==> config.mk <==
export PLATFORM = sky130hd
export DESIGN_NAME = zip_add_arbiter_flat
export DESIGN_NICKNAME = d
export VERILOG_FILES = /design/src/rtl/zip_add_arbiter_if.sv /design/src/rtl/zip_add_arbiter.sv /design/src/flat_wrapper.sv
export SDC_FILE = /design/constraint.sdc
export NUM_CORES = 1
export LEC_CHECK = 0
export BUFFER_PORTS_ARGS = -buffer_cell sky130_fd_sc_hd__buf_4
export CAP_MARGIN = 20
export CORE_MARGIN = 2
export CORE_UTILIZATION = 48
export CTS_CLUSTER_DIAMETER = 50
export CTS_CLUSTER_SIZE = 14
export DETAILED_ROUTE_END_ITERATION = 10
export GPL_TIMING_DRIVEN = 0
export PLACE_DENSITY_LB_ADDON = 0.12
export SLEW_MARGIN = 30
export SYNTH_ARGS = -nofsm -noshare
export SYNTH_HDL_FRONTEND = slang
export SYNTH_SLANG_ARGS = --single-unit
==> constraint.sdc <==
create_clock -name clk -period 5.8 [get_ports clk]
set_input_delay 0.29 -clock clk [delete_from_list [all_inputs] [get_ports clk]]
set_output_delay 0.29 -clock clk [all_outputs]
set_load 0.1 [all_outputs]
==> src/rtl/zip_add_arbiter_if.sv <==
// Bundled request, shared-adder and response streams for zip_add_arbiter.
// master is the arbiter side; slave is the requester/adder environment side.
interface zip_add_arbiter_if #(
  parameter int N     = 4,
  parameter int W     = 8,
  parameter int DEPTH = 4
);
  localparam int CW = $clog2(DEPTH + 1);

  logic [N*W-1:0] req_a;
  logic [N*W-1:0] req_b;
  logic [N-1:0]   req_valid;
  logic [N-1:0]   req_ready;
  logic [W-1:0]   add_a;
  logic [W-1:0]   add_b;
  logic           add_valid;
  logic           add_ready;
  logic [W-1:0]   add_res;
  logic           add_res_valid;
  logic           add_res_ready;
  logic [W-1:0]   rsp;
  logic [N-1:0]   rsp_valid;
  logic [N-1:0]   rsp_ready;
  logic [CW-1:0]  outstanding;
  logic           err;

  modport master (
    input  req_a, req_b, req_valid, add_ready, add_res, add_res_valid, rsp_ready,
    output req_ready, add_a, add_b, add_valid, add_res_ready, rsp, rsp_valid,
           outstanding, err
  );

  modport slave (
    output req_a, req_b, req_valid, add_ready, add_res, add_res_valid, rsp_ready,
    input  req_ready, add_a, add_b, add_valid, add_res_ready, rsp, rsp_valid,
           outstanding, err
  );
endinterface

==> src/rtl/zip_add_arbiter.sv <==
// Round-robin sharing of one in-order stream adder between N requesters; an
// in-order tag FIFO steers each adder result back to the requester that issued it.
module zip_add_arbiter #(
  parameter int N     = 4,
  parameter int W     = 8,
  parameter int DEPTH = 4
) (
  input logic            clk,
  input logic            rst,
  zip_add_arbiter_if.master bus
);
  localparam int PW = $clog2(N);
  localparam int AW = (DEPTH > 1) ? $clog2(DEPTH) : 1;
  localparam int CW = $clog2(DEPTH + 1);

  // Every stream here transfers on a cycle where valid && ready are both high
  // at the rising edge; valid never waits for ready, and ready may depend on valid.

  logic [PW-1:0] ptr;
  logic [PW-1:0] grant;
  logic          found;
  logic          can_issue;
  logic          accept;
  logic          pop;
  logic          nonempty;
  logic          res_ready;
  logic [PW-1:0] head;
  logic [PW-1:0] tags [DEPTH];
  logic [AW-1:0] wr_ptr;
  logic [AW-1:0] rd_ptr;
  logic [CW-1:0] count;
  logic [W-1:0]  a_q;
  logic [W-1:0]  b_q;
  logic          valid_q;
  logic          err_q;

  function automatic logic [PW-1:0] rr_idx(input logic [PW-1:0] base, input int k);
    int j;
    j = int'(base) + k;
    if (j >= N) j = j - N;
    return PW'(j);
  endfunction

  always_comb begin
    grant = '0;
    found = 1'b0;
    for (int k = 0; k < N; k++) begin
      if (!found && bus.req_valid[rr_idx(ptr, k)]) begin
        grant = rr_idx(ptr, k);
        found = 1'b1;
      end
    end
  end

  // Fullness uses the registered count, so a same-cycle pop never frees a slot early.
  assign can_issue = !rst && (!valid_q || bus.add_ready) && (count < CW'(DEPTH));
  assign accept    = can_issue && found;
  assign nonempty  = (count != '0);
  assign head      = tags[rd_ptr];
  assign res_ready = nonempty && bus.rsp_ready[head] && !rst;
  assign pop       = bus.add_res_valid && res_ready;

  assign bus.req_ready     = accept ? ({{(N-1){1'b0}}, 1'b1} << grant) : '0;
  assign bus.add_a         = a_q;
  assign bus.add_b         = b_q;
  assign bus.add_valid     = valid_q;
  assign bus.add_res_ready = res_ready;
  assign bus.rsp           = bus.add_res;
  assign bus.rsp_valid     = (bus.add_res_valid && nonempty) ?
                             ({{(N-1){1'b0}}, 1'b1} << head) : '0;
  assign bus.outstanding   = count;
  assign bus.err           = err_q;

  always_ff @(posedge clk) begin
    if (rst) begin
      ptr     <= '0;
      a_q     <= '0;
      b_q     <= '0;
      valid_q <= 1'b0;
      wr_ptr  <= '0;
      rd_ptr  <= '0;
      count   <= '0;
      err_q   <= 1'b0;
    end else begin
      if (accept) begin
        a_q     <= bus.req_a[grant*W +: W];
        b_q     <= bus.req_b[grant*W +: W];
        valid_q <= 1'b1;
        wr_ptr  <= wr_ptr + 1'b1;
        ptr     <= (grant == PW'(N - 1)) ? '0 : grant + 1'b1;
      end else if (bus.add_ready) begin
        valid_q <= 1'b0;
      end
      if (pop) rd_ptr <= rd_ptr + 1'b1;
      if (accept && !pop) count <= count + 1'b1;
      else if (!accept && pop) count <= count - 1'b1;
      // A result with no owner is left unconsumed and latched as a protocol error.
      if (bus.add_res_valid && !nonempty) err_q <= 1'b1;
    end
  end

  always_ff @(posedge clk) begin
    if (accept) tags[wr_ptr] <= grant;
  end
endmodule

==> src/flat_wrapper.sv <==
// flat-port wrapper written by rule: the top's interface ports become plain ports
module zip_add_arbiter_flat 
#(
  parameter int N     = 4,
  parameter int W     = 8,
  parameter int DEPTH = 4
)
  (clk, rst, bus_req_a, bus_req_b, bus_req_valid, bus_add_ready, bus_add_res, bus_add_res_valid, bus_rsp_ready, bus_req_ready, bus_add_a, bus_add_b, bus_add_valid, bus_add_res_ready, bus_rsp, bus_rsp_valid, bus_outstanding, bus_err);
  zip_add_arbiter_if #(.N(N), .W(W), .DEPTH(DEPTH)) bus_i ();
  input logic clk;
  input logic rst;
  input wire logic [$bits(bus_i.req_a)-1:0] bus_req_a;
  input wire logic [$bits(bus_i.req_b)-1:0] bus_req_b;
  input wire logic [$bits(bus_i.req_valid)-1:0] bus_req_valid;
  input wire logic [$bits(bus_i.add_ready)-1:0] bus_add_ready;
  input wire logic [$bits(bus_i.add_res)-1:0] bus_add_res;
  input wire logic [$bits(bus_i.add_res_valid)-1:0] bus_add_res_valid;
  input wire logic [$bits(bus_i.rsp_ready)-1:0] bus_rsp_ready;
  output wire logic [$bits(bus_i.req_ready)-1:0] bus_req_ready;
  output wire logic [$bits(bus_i.add_a)-1:0] bus_add_a;
  output wire logic [$bits(bus_i.add_b)-1:0] bus_add_b;
  output wire logic [$bits(bus_i.add_valid)-1:0] bus_add_valid;
  output wire logic [$bits(bus_i.add_res_ready)-1:0] bus_add_res_ready;
  output wire logic [$bits(bus_i.rsp)-1:0] bus_rsp;
  output wire logic [$bits(bus_i.rsp_valid)-1:0] bus_rsp_valid;
  output wire logic [$bits(bus_i.outstanding)-1:0] bus_outstanding;
  output wire logic [$bits(bus_i.err)-1:0] bus_err;
  assign bus_i.req_a = bus_req_a;
  assign bus_i.req_b = bus_req_b;
  assign bus_i.req_valid = bus_req_valid;
  assign bus_i.add_ready = bus_add_ready;
  assign bus_i.add_res = bus_add_res;
  assign bus_i.add_res_valid = bus_add_res_valid;
  assign bus_i.rsp_ready = bus_rsp_ready;
  assign bus_req_ready = bus_i.req_ready;
  assign bus_add_a = bus_i.add_a;
  assign bus_add_b = bus_i.add_b;
  assign bus_add_valid = bus_i.add_valid;
  assign bus_add_res_ready = bus_i.add_res_ready;
  assign bus_rsp = bus_i.rsp;
  assign bus_rsp_valid = bus_i.rsp_valid;
  assign bus_outstanding = bus_i.outstanding;
  assign bus_err = bus_i.err;
  zip_add_arbiter #(.N(N), .W(W), .DEPTH(DEPTH)) u_core (.clk(clk), .rst(rst), .bus(bus_i));
endmodule
==> results of run 1 <==
## path summary, 6_finish.rpt
check,slack (ps),end,cells after the start,startpoint
min,200,u_core.ptr[0]$_SDFFE_PP0P_,2,rst
min reg2reg,480,u_core.bus.add_b[5]$_SDFFE_PP0P_,2,u_core.bus.add_b[5]$_SDFFE_PP0P_
max,2690,bus_req_ready[0],8,u_core.ptr[1]$_SDFFE_PP0P_
max reg2reg,2870,u_core.bus.outstanding[2]$_SDFFE_PP0P_,10,flop
## registers in the layout, summed over array words and instances (netlist names), named ones only
register / count
u_core.bus.add_a: 8
u_core.bus.add_b: 8
u_core.bus.add_valid: 1
u_core.bus.err: 1
u_core.bus.outstanding: 3
u_core.ptr: 2
u_core.rd_ptr: 2
u_core.tags: 8
u_core.wr_ptr: 2
## critical path: stages, from the launching register on
cell and delay [ps]:
sky130_fd_sc_hd__dfxtp_1 430, sky130_fd_sc_hd__mux2i_1 260, sky130_fd_sc_hd__o22ai_1 240, sky130_fd_sc_hd__nor2_1 480, sky130_fd_sc_hd__clkinv_2 330, sky130_fd_sc_hd__buf_6 250
sky130_fd_sc_hd__ha_1 170, sky130_fd_sc_hd__and2_1 130, sky130_fd_sc_hd__buf_4 230
## power by group
group	switching (mW)	internal, mW
Clock	0.0987	0.173
Sequential	0.0452	0.332
Combinational	0.655	0.239
Total	0.799	0.744
## synth_stat cells (2+ instances only)
cell type | n | share of area
sky130_fd_sc_hd__nor2_1 | 12 | 0.020
sky130_fd_sc_hd__nand2b_1 | 4 | 0.011
sky130_fd_sc_hd__xnor2_1 | 2 | 0.0080
sky130_fd_sc_hd__ha_1 | 9 | 0.051
sky130_fd_sc_hd__o21ai_0 | 19 | 0.043
sky130_fd_sc_hd__buf_4 | 8 | 0.027
sky130_fd_sc_hd__nor3_1 | 3 | 0.0068
sky130_fd_sc_hd__mux2i_1 | 20 | 0.091
sky130_fd_sc_hd__edfxtp_1 | 8 | 0.11
sky130_fd_sc_hd__a21o_1 | 17 | 0.058
sky130_fd_sc_hd__and2_1 | 8 | 0.023
sky130_fd_sc_hd__a21oi_1 | 8 | 0.018
sky130_fd_sc_hd__o211ai_1 | 17 | 0.058
sky130_fd_sc_hd__inv_1 | 9 | 0.015
sky130_fd_sc_hd__nand2_1 | 22 | 0.038
sky130_fd_sc_hd__nor2b_1 | 2 | 0.0057
sky130_fd_sc_hd__dfxtp_1 | 29 | 0.26
sky130_fd_sc_hd__xor2_1 | 2 | 0.0080
sky130_fd_sc_hd__nand3_1 | 17 | 0.039
sky130_fd_sc_hd__clkbuf_1 | 8 | 0.014
## final cells by class
class	count	area, um2	area share
Timing Repair Buffer	112	840.8	0.2591
Inverter	10	38.79	0.01195
Multi-Input combinational cell	178	1231	0.3793
Sequential cell	37	820.8	0.2529
Clock buffer	5	68.82	0.02120
Clock inverter	3	68.82	0.02120
Buffer	19	111.4	0.03431
Tap cell	52	65.06	0.02005
## metrics by stage
stage	utilization	hold WS, ps	instances
detailed placement	0.7089	461.5	408
floorplan	-	362.8	244
CTS	0.7403	196.5	416
finish	0.7403	204.3	416
global route	0.7403	200.4	416
global placement	0.7089	451.7	408
## metal layers
metal,vias to the layer above,GRT usage,wire [um]
met5,-,0,0
met4,0,0.07338,74
met3,10,0.08579,557
met2,89,0.4095,2928
met1,1024,0.2562,2206
li1,1105,-,-
## logic make-up after synthesis
group           count (synthesis)  synth area share
fa+ha+maj                      10           0.06026
compound gates                 69            0.2081
buf+inv                        29           0.06821
xor+xnor                        4           0.01592
simple gates                   73            0.1615
mux                            22            0.1131
flops                          37            0.3729
==> qor.csv, run 1 <==
metric,value,unit
result of the run,"complete, no violations",
"sum of internal, switching and leakage power",1.543,mW
setup skew after layout,6.473,ps
synthesized netlist cell count,244,
maximum number of pins on one net before global-route repair,14,
number of antenna violations at the first check in global routing,0,
number of failing setup endpoints in the final timing report,0,
Remaining DRCs,0,
setup repair after global routing missed its margin,false,
violation count after the first detailed-route iteration,84,
max-capacitance violation count,0,
H-tree depth,2,
post-synth net total,338,
vias post-DR,2228,
drt pass-1 iters,4,
sum of negative setup slack,0,ps
half-perimeter wire length after placement,4599,um
Total GRT Usage,0.2312,
Synth Flop Type,sky130_fd_sc_hd__dfxtp_1,
master cell of the clock root buffer,sky130_fd_sc_hd__clkbuf_8,
final wirelength,5766,um
cts bufs inserted,5,
standard cell core area,4384,um2
Worst Tran Pin Value,595.2,ps
"worst slack, placed",2879,ps
number of sinks on the clock net,37,
largest voltage drop on the vdd net,0.2300,mV
Leak Pwr,1.500,nW
number of fillers in the final layout,369,
Avg Synthesized Cell Area,9.020,um2
ys async rst share,0,
cell area after technology mapping,2201,um2
Fmax achieved,321.1,MHz
PnR worst setup slack,2685,ps
"most common cell after layout, fill and taps aside",sky130_fd_sc_hd__buf_4,
required time reported for the critical path endpoint,5510,ps
maximum fanout count along the critical path,11,
share of post-route cells with drive strength above 1,0.3764,
total number of yosys warnings,0,
startpoint-to-endpoint class of the critical path,reg2out,
fin area,3246,um2
period utilisation layout,0.5370,
min cycle time layout,3115,ps
row cnt,24,
wire length per cell,13.86,um
number of flops mapped to enable cells by yosys,8,
synth unique cells,40,
CTS tree,yes,
"commonest non-fill, non-tap cells in the layout","sky130_fd_sc_hd__buf_4, sky130_fd_sc_hd__dfxtp_1, sky130_fd_sc_hd__nand2_1",
Area after DPL,3108,um2
post-synthesis sequential area ratio,0.3729,
post-CTS setup repair buffer count,0,
number of synthesized register bits,37,
antenna cell count,0,
clock insertion delay at the later pin of the skew report,290,ps
io pins,122,
number of gates resized after cts,0,
starting density of the core,0.5020,
max-slew violation total from the final report,0,
post-route ant nets,0,
height of the die,71.72,um
CP endpoint kind,output port,
total of buffers placed on input and output ports,112,
vias in the first global route,2236,
critical path data arrival time,2820,ps
clock transition at the registers of the reported paths,80,ps
worst slew margin relative to its limit,0.6014,
Max Root-Sink Buffers,2,
"Area growth, synth to finish",47.47,%
die extent in x,71.72,um
Die Outline Area,5143,um2
final hold violation count,0,
first-pass GRT wire length,9570,um
global route overflow,0,
total of hold buffers inserted after clock tree synthesis,0,
post-detailed-route via-to-cell ratio,5.356,
weighted congestion reported at the end of routability-driven placement,0.8035,
power density over cell area,475.3,nW/um2
element type at the critical path start,flop,
worst min-delay path category,in2reg,
Final Net Count,457,
Power figures use the tool's default switching activity.
==> inputs of run 2 (changes only) <==
--- a/config.mk
+++ b/config.mk
@@ -8,7 +8,7 @@
 export BUFFER_PORTS_ARGS = -buffer_cell sky130_fd_sc_hd__buf_4
 export CAP_MARGIN = 20
 export CORE_MARGIN = 2
-export CORE_UTILIZATION = 48
+export CORE_UTILIZATION = 45
 export CTS_CLUSTER_DIAMETER = 50
 export CTS_CLUSTER_SIZE = 14
 export DETAILED_ROUTE_END_ITERATION = 10
==> constraint.sdc (replaced) <==
create_clock -name clk -period 3 [get_ports clk]
set_input_delay 0.15 -clock clk [delete_from_list [all_inputs] [get_ports clk]]
set_output_delay 0.15 -clock clk [all_outputs]
set_load 0.1 [all_outputs]
==> run 2 against run 1 <==
Compared with the run above: non-clock buffer count unchanged; cell count up 3.6%; critical endpoint is now u_core.bus.outstanding[2]$_SDFFE_PP0P_; sequential share of layout area decreased by 0.25 points; critical path type is now reg2reg; clock skew decreased by 1.8 ps.
==> qor.csv, run 2 (synthesis results as in run 1) <==
metric,value,unit
CTS tree,yes,
Leak Pwr,1.485,nW
part of the total power dissipated in sequential elements,0.249,
number of antenna violations at the first check in global routing,0,
maximum fanout count along the critical path,5,
Clock Power Share,0.149,
share of power burned in combinational logic,0.602,
maximum number of pins on one net before global-route repair,13,
"number of placed instances, taps included",423,
half-perimeter wire length after placement,4501,um
"most common cell after layout, fill and taps aside",sky130_fd_sc_hd__buf_4,
max-capacitance violation count,0,
io pins,122,
Max Root-Sink Buffers,2,
H-tree depth,2,
PnR worst setup slack,198.6,ps
antenna cell count,0,
number of cells in the finished layout apart from fillers,431,
first-pass GRT wire length,9225,um
min cycle time layout,2801,ps
power density over cell area,896.5,nW/um2
"Area growth, synth to finish",48.95,%
starting density of the core,0.4660,
row cnt,25,
global route overflow,0,
violation count after the first detailed-route iteration,120,
"worst slack, placed",-29.08,ps
"commonest non-fill, non-tap cells in the layout","sky130_fd_sc_hd__buf_4, sky130_fd_sc_hd__dfxtp_1, sky130_fd_sc_hd__nand2_1",
weighted congestion reported at the end of routability-driven placement,0.8388,
number of sinks on the clock net,37,
Switching Power,1.566,mW
period utilisation layout,0.9338,
clock transition at the registers of the reported paths,80,ps
startpoint-to-endpoint class of the critical path,reg2reg,
largest voltage drop on the vdd net,0.4955,mV
CP endpoint kind,flop,
total of buffers placed on input and output ports,112,
Net Sw Frac,0.5329,
"delay-heaviest family, CP",multiplexers,
drt pass-1 iters,5,
element type at the critical path start,flop,
post-route ant nets,0,
critical path data arrival time,3030,ps
Total GRT Usage,0.2205,
post-detailed-route via-to-cell ratio,5.086,
standard cell core area,4723,um2
"Cell Chain, Critical Path",mux4_2 > mux2i_4 > o22ai_2 > nand2b_1 > ha_1 > inv_1 > fa_1 > xor2_1 > or3_1 > a21oi_1,
wire length per cell,13.43,um
Fmax achieved,357.0,MHz
final wirelength,5790,um
Remaining DRCs,0,
cts bufs inserted,5,
crit-path max cell delay,620,ps
height of the die,73.94,um
vias in the first global route,2129,
Crit path buffers/inverters,1,
master cell of the clock root buffer,sky130_fd_sc_hd__clkbuf_8,
setup repair after global routing missed its margin,false,
library cell contributing the largest single delay on the critical path,sky130_fd_sc_hd__mux4_2,
worst min-delay path category,in2reg,
result of the run,"complete, no violations",
number of fillers in the final layout,421,
design internal power,1.373,mW
number of failing setup endpoints in the final timing report,0,
max-slew violation total from the final report,0,
setup skew after layout,4.674,ps
vias post-DR,2192,
Final Net Count,457,
worst slew margin relative to its limit,0.4836,
Worst Tran Pin Value,774.6,ps
register-to-register setup slack,200,ps
die extent in x,73.94,um
required time reported for the critical path endpoint,3230,ps
clock insertion delay at the later pin of the skew report,300,ps
final hold violation count,0,
share of post-route cells with drive strength above 1,0.3901,
Die Outline Area,5466,um2
==> run 2: repair_timing <==
item / in CTS / in global routing
pin swaps: 0 / 0
resized for setup: 2 / 4
buffers inserted: 0 / 1
hold buffers: 0 / 0
hold endpoints to repair: 0 / 0
setup endpoints to repair: 1 / 3
gates cloned: 0 / 0
==> run 2: area by class of cell <==
class,instances,area (um2),area share
Multi-Input combinational cell,178,1269,0.3870
Timing Repair Buffer,113,848.3,0.2588
Sequential cell,37,820.8,0.2504
Buffer,18,107.6,0.03282
Tap cell,67,83.83,0.02557
Clock buffer,5,68.82,0.02099
Clock inverter,3,41.29,0.01260
Inverter,10,38.79,0.01183
==> run 2: stage by stage <==
stage / utilization / hold slack (ps) / TNS (ps) / cell area [um2] / power, mW
after floorplan: - / 222.8 / -315.7 / 2220 / 2.099
after global placement: 0.6657 / 386.0 / 0 / 3144 / 2.474
after detailed placement: 0.6657 / 388.6 / -29.08 / 3144 / 2.494
after CTS: 0.6890 / 65.85 / 0 / 3254 / 2.938
after global routing: 0.6940 / 70.08 / 0 / 3278 / 3.096
final: 0.6940 / 82.56 / 0 / 3278 / 2.939
==> run 2: worst reg2reg max path, stage by stage, from the launching register on <==
cell                       delay (ps)
sky130_fd_sc_hd__dfxtp_1          380
sky130_fd_sc_hd__mux4_2           630
sky130_fd_sc_hd__mux2i_4          250
sky130_fd_sc_hd__o22ai_2          150
sky130_fd_sc_hd__nand2b_1         100
sky130_fd_sc_hd__ha_1             180
sky130_fd_sc_hd__inv_1             60
sky130_fd_sc_hd__fa_1             370
sky130_fd_sc_hd__xor2_1           180
sky130_fd_sc_hd__or3_1            300
sky130_fd_sc_hd__a21oi_1          130
==> run 2: path summary, 6_finish.rpt <==
| check | from | endpoint | cells after the start |
|---|---|---|---|
| min | rst | u_core.ptr[0]$_SDFFE_PP0P_ | 2 |
| min reg2reg | u_core.bus.err$_SDFFE_PP0P_ | u_core.bus.err$_SDFFE_PP0P_ | 2 |
| max | flop | u_core.bus.outstanding[2]$_SDFFE_PP0P_ | 10 |
| max reg2reg | flop | u_core.bus.outstanding[2]$_SDFFE_PP0P_ | 10 |
==> run 2: power groups by stage <==
stage	registers, mW	logic [mW]	clock network (mW)
after floorplan	1.37	0.730	0
after global placement	0.739	1.74	0
after detailed placement	0.742	1.75	0
after CTS	0.734	1.76	0.444
after global routing	0.752	1.87	0.472
final	0.732	1.77	0.437
==> run 2: routing by layer <==
layer | vias to the layer above | GRT usage | part of all wire | wire length, um
met3 | 8 | 0.08130 | 0.084 | 486
li1 | 1103 | - | - | -
met2 | 72 | 0.3819 | 0.48 | 2791
met4 | 0 | 0.07475 | 0.017 | 96
met5 | - | 0 | 0 | 0
met1 | 1009 | 0.2511 | 0.42 | 2415
==> inputs of run 3 (changes only) <==
--- a/config.mk
+++ b/config.mk
@@ -7,6 +7,7 @@
 export LEC_CHECK = 0
 export BUFFER_PORTS_ARGS = -buffer_cell sky130_fd_sc_hd__buf_4
 export CAP_MARGIN = 20
+export CORE_ASPECT_RATIO = 1.5
 export CORE_MARGIN = 2
 export CORE_UTILIZATION = 45
 export CTS_CLUSTER_DIAMETER = 50
==> run 3 against run 2 <==
Compared with the run above: sequential power hardly changed; highest routed layer unchanged; combinational power barely moved; die area rose by 0.21%; total power is 3.8% lower; register-to-register slack is essentially flat; via count grew 1.1%; hold slack worse by 1.1 ps; count of clock-buffer cells in the layout unchanged; critical path depth did not move; first-iteration DRC count decreased by 51%; largest power group unchanged; critical endpoint unchanged; cell count down 0.46%; cell area fell by 1.1%.
==> qor.csv, run 3 (synthesis results as in run 1) <==
metric,value,unit
row cnt,31,
height of the die,89.65,um
register-to-register setup slack,190,ps
number of antenna violations at the first check in global routing,0,
Fmax achieved,355.8,MHz
max-capacitance violation count,0,
CP endpoint kind,flop,
startpoint-to-endpoint class of the critical path,reg2reg,
min cycle time layout,2810,ps
standard cell core area,4771,um2
CTS tree,yes,
Worst Tran Pin Value,801.1,ps
Hold EP,u_core.ptr[0]$_SDFFE_PP0P_,
first-pass GRT wire length,8970,um
worst min-delay path category,in2reg,
hold path cells,2,
Remaining DRCs,0,
required time reported for the critical path endpoint,3220,ps
Final Net Count,456,
number of cells traversed by the worst register-to-register path,10,
clock transition at the registers of the reported paths,70,ps
number of sinks on the clock net,37,
violation count after the first detailed-route iteration,59,
Leak Pwr,1.473,nW
"Area growth, synth to finish",47.30,%
clock insertion delay at the later pin of the skew report,290,ps
vias post-DR,2216,
hold path startpoint,rst,
wire length per cell,13.40,um
post-route ant nets,0,
share of post-route cells with drive strength above 1,0.3884,
global route overflow,0,
max-slew violation total from the final report,0,
die extent in x,61.10,um
sum of negative setup slack,0,ps
Worst R2R End,u_core.bus.outstanding[2]$_SDFFE_PP0P_,
"commonest non-fill, non-tap cells in the layout","sky130_fd_sc_hd__buf_4, sky130_fd_sc_hd__dfxtp_1, sky130_fd_sc_hd__nand2_1",
critical path data arrival time,3030,ps
maximum fanout count along the critical path,5,
weighted congestion reported at the end of routability-driven placement,0.8457,
power density over cell area,872.4,nW/um2
largest voltage drop on the vdd net,0.4412,mV
"most common cell after layout, fill and taps aside",sky130_fd_sc_hd__buf_4,
setup repair after global routing missed its margin,false,
maximum number of pins on one net before global-route repair,13,
result of the run,"complete, no violations",
worst slew margin relative to its limit,0.4659,
io pins,122,
total of buffers placed on input and output ports,112,
starting density of the core,0.4613,
number of failing setup endpoints in the final timing report,0,
Max Root-Sink Buffers,2,
cts bufs inserted,5,
Total GRT Usage,0.2148,
master cell of the clock root buffer,sky130_fd_sc_hd__clkbuf_8,
element type at the critical path start,flop,
setup skew after layout,2.561,ps
half-perimeter wire length after placement,4591,um
total of hold buffers inserted after clock tree synthesis,0,
antenna cell count,0,
period utilisation layout,0.9367,
drt pass-1 iters,4,
vias in the first global route,2172,
"sum of internal, switching and leakage power",2.828,mW
H-tree depth,2,
post-detailed-route via-to-cell ratio,5.166,
final wirelength,5750,um
final hold violation count,0,
Die Outline Area,5478,um2
[run 3: cell types whose count changed in the layout (fill, tap and decap cells not counted), sizes merged]
| cell | delta |
|---|---|
| buf | -1 |
| bufinv | -1 |
| clkinv | +1 |
[run 3: layout make-up]
type	instances	area (um2)
Clock inverter	3	17.52
Fill cell	426	1529
Timing Repair Buffer	112	840.8
Multi-Input combinational cell	178	1265
Buffer	18	107.6
Clock buffer	5	68.82
Inverter	10	38.79
Sequential cell	37	820.8
Tap cell	66	82.58
[run 3: worst max-delay path by stage]
stage	startpoint	end	slack [ps]	depth (start not counted)
5_1_grt	flop	u_core.bus.outstanding[2]$_SDFFE_PP0P_	40	10
6_report	flop	u_core.bus.outstanding[2]$_SDFFE_PP0P_	190	10
4_1_cts	u_core.ptr[1]$_SDFFE_PP0P_	bus_req_ready[2]	6	8
2_1_floorplan	u_core.bus.outstanding[0]$_SDFFE_PP0P_	bus_rsp_valid[0]	-140	3
3_5_place_dp	flop	u_core.bus.outstanding[2]$_SDFFE_PP0P_	-40	10
3_3_place_gp	flop	u_core.bus.outstanding[2]$_SDFFE_PP0P_	10	10
[run 3: per-stage QoR]
stage | setup WS (ps) | cell area, um2 | util | hold slack [ps] | instances
6_report | 189.8 | 3242 | 0.6795 | 81.48 | 429
5_1_grt | 38.68 | 3242 | 0.6795 | 83.02 | 429
4_1_cts | 6.264 | 3229 | 0.6769 | 82.38 | 430
3_5_place_dp | -40.93 | 3143 | 0.6588 | 388.7 | 422
3_3_place_gp | 11.03 | 3143 | 0.6588 | 383.5 | 422
2_1_floorplan | -140.4 | 2220 | - | 222.8 | 244
[run 3: per-layer routing]
layer | wire length, um | part of all wire | global-route usage
met5 | 0 | 0 | 0
met4 | 94 | 0.016 | 0.07510
met3 | 386 | 0.067 | 0.05444
met2 | 3195 | 0.56 | 0.4149
met1 | 2074 | 0.36 | 0.2118
[run 3: what timing repair did]
action                     4_1_cts  5_1_grt
setup endpoints to repair        1        3
setup buffers                    0        0
gates resized for setup          2        3
[run 3: power by group]
| group | switching (mW) | total [mW] | leakage [nW] | internal (mW) |
|---|---|---|---|---|
| clock network | 0.179 | 0.339 | 0.0439 | 0.160 |
| registers | 0.0874 | 0.729 | 0.313 | 0.641 |
| logic | 1.28 | 1.76 | 1.12 | 0.478 |
| total | 1.55 | 2.83 | 1.47 | 1.28 |
[run 3: worst max-delay path: stages, from the launching register on]
cell	delay [ps]
sky130_fd_sc_hd__dfxtp_1	370
sky130_fd_sc_hd__mux4_2	610
sky130_fd_sc_hd__mux2i_1	280
sky130_fd_sc_hd__o22ai_2	150
sky130_fd_sc_hd__nand2b_1	100
sky130_fd_sc_hd__ha_1	180
sky130_fd_sc_hd__inv_1	60
sky130_fd_sc_hd__fa_1	380
sky130_fd_sc_hd__xor2_1	170
sky130_fd_sc_hd__or3_1	300
sky130_fd_sc_hd__a21oi_1	130
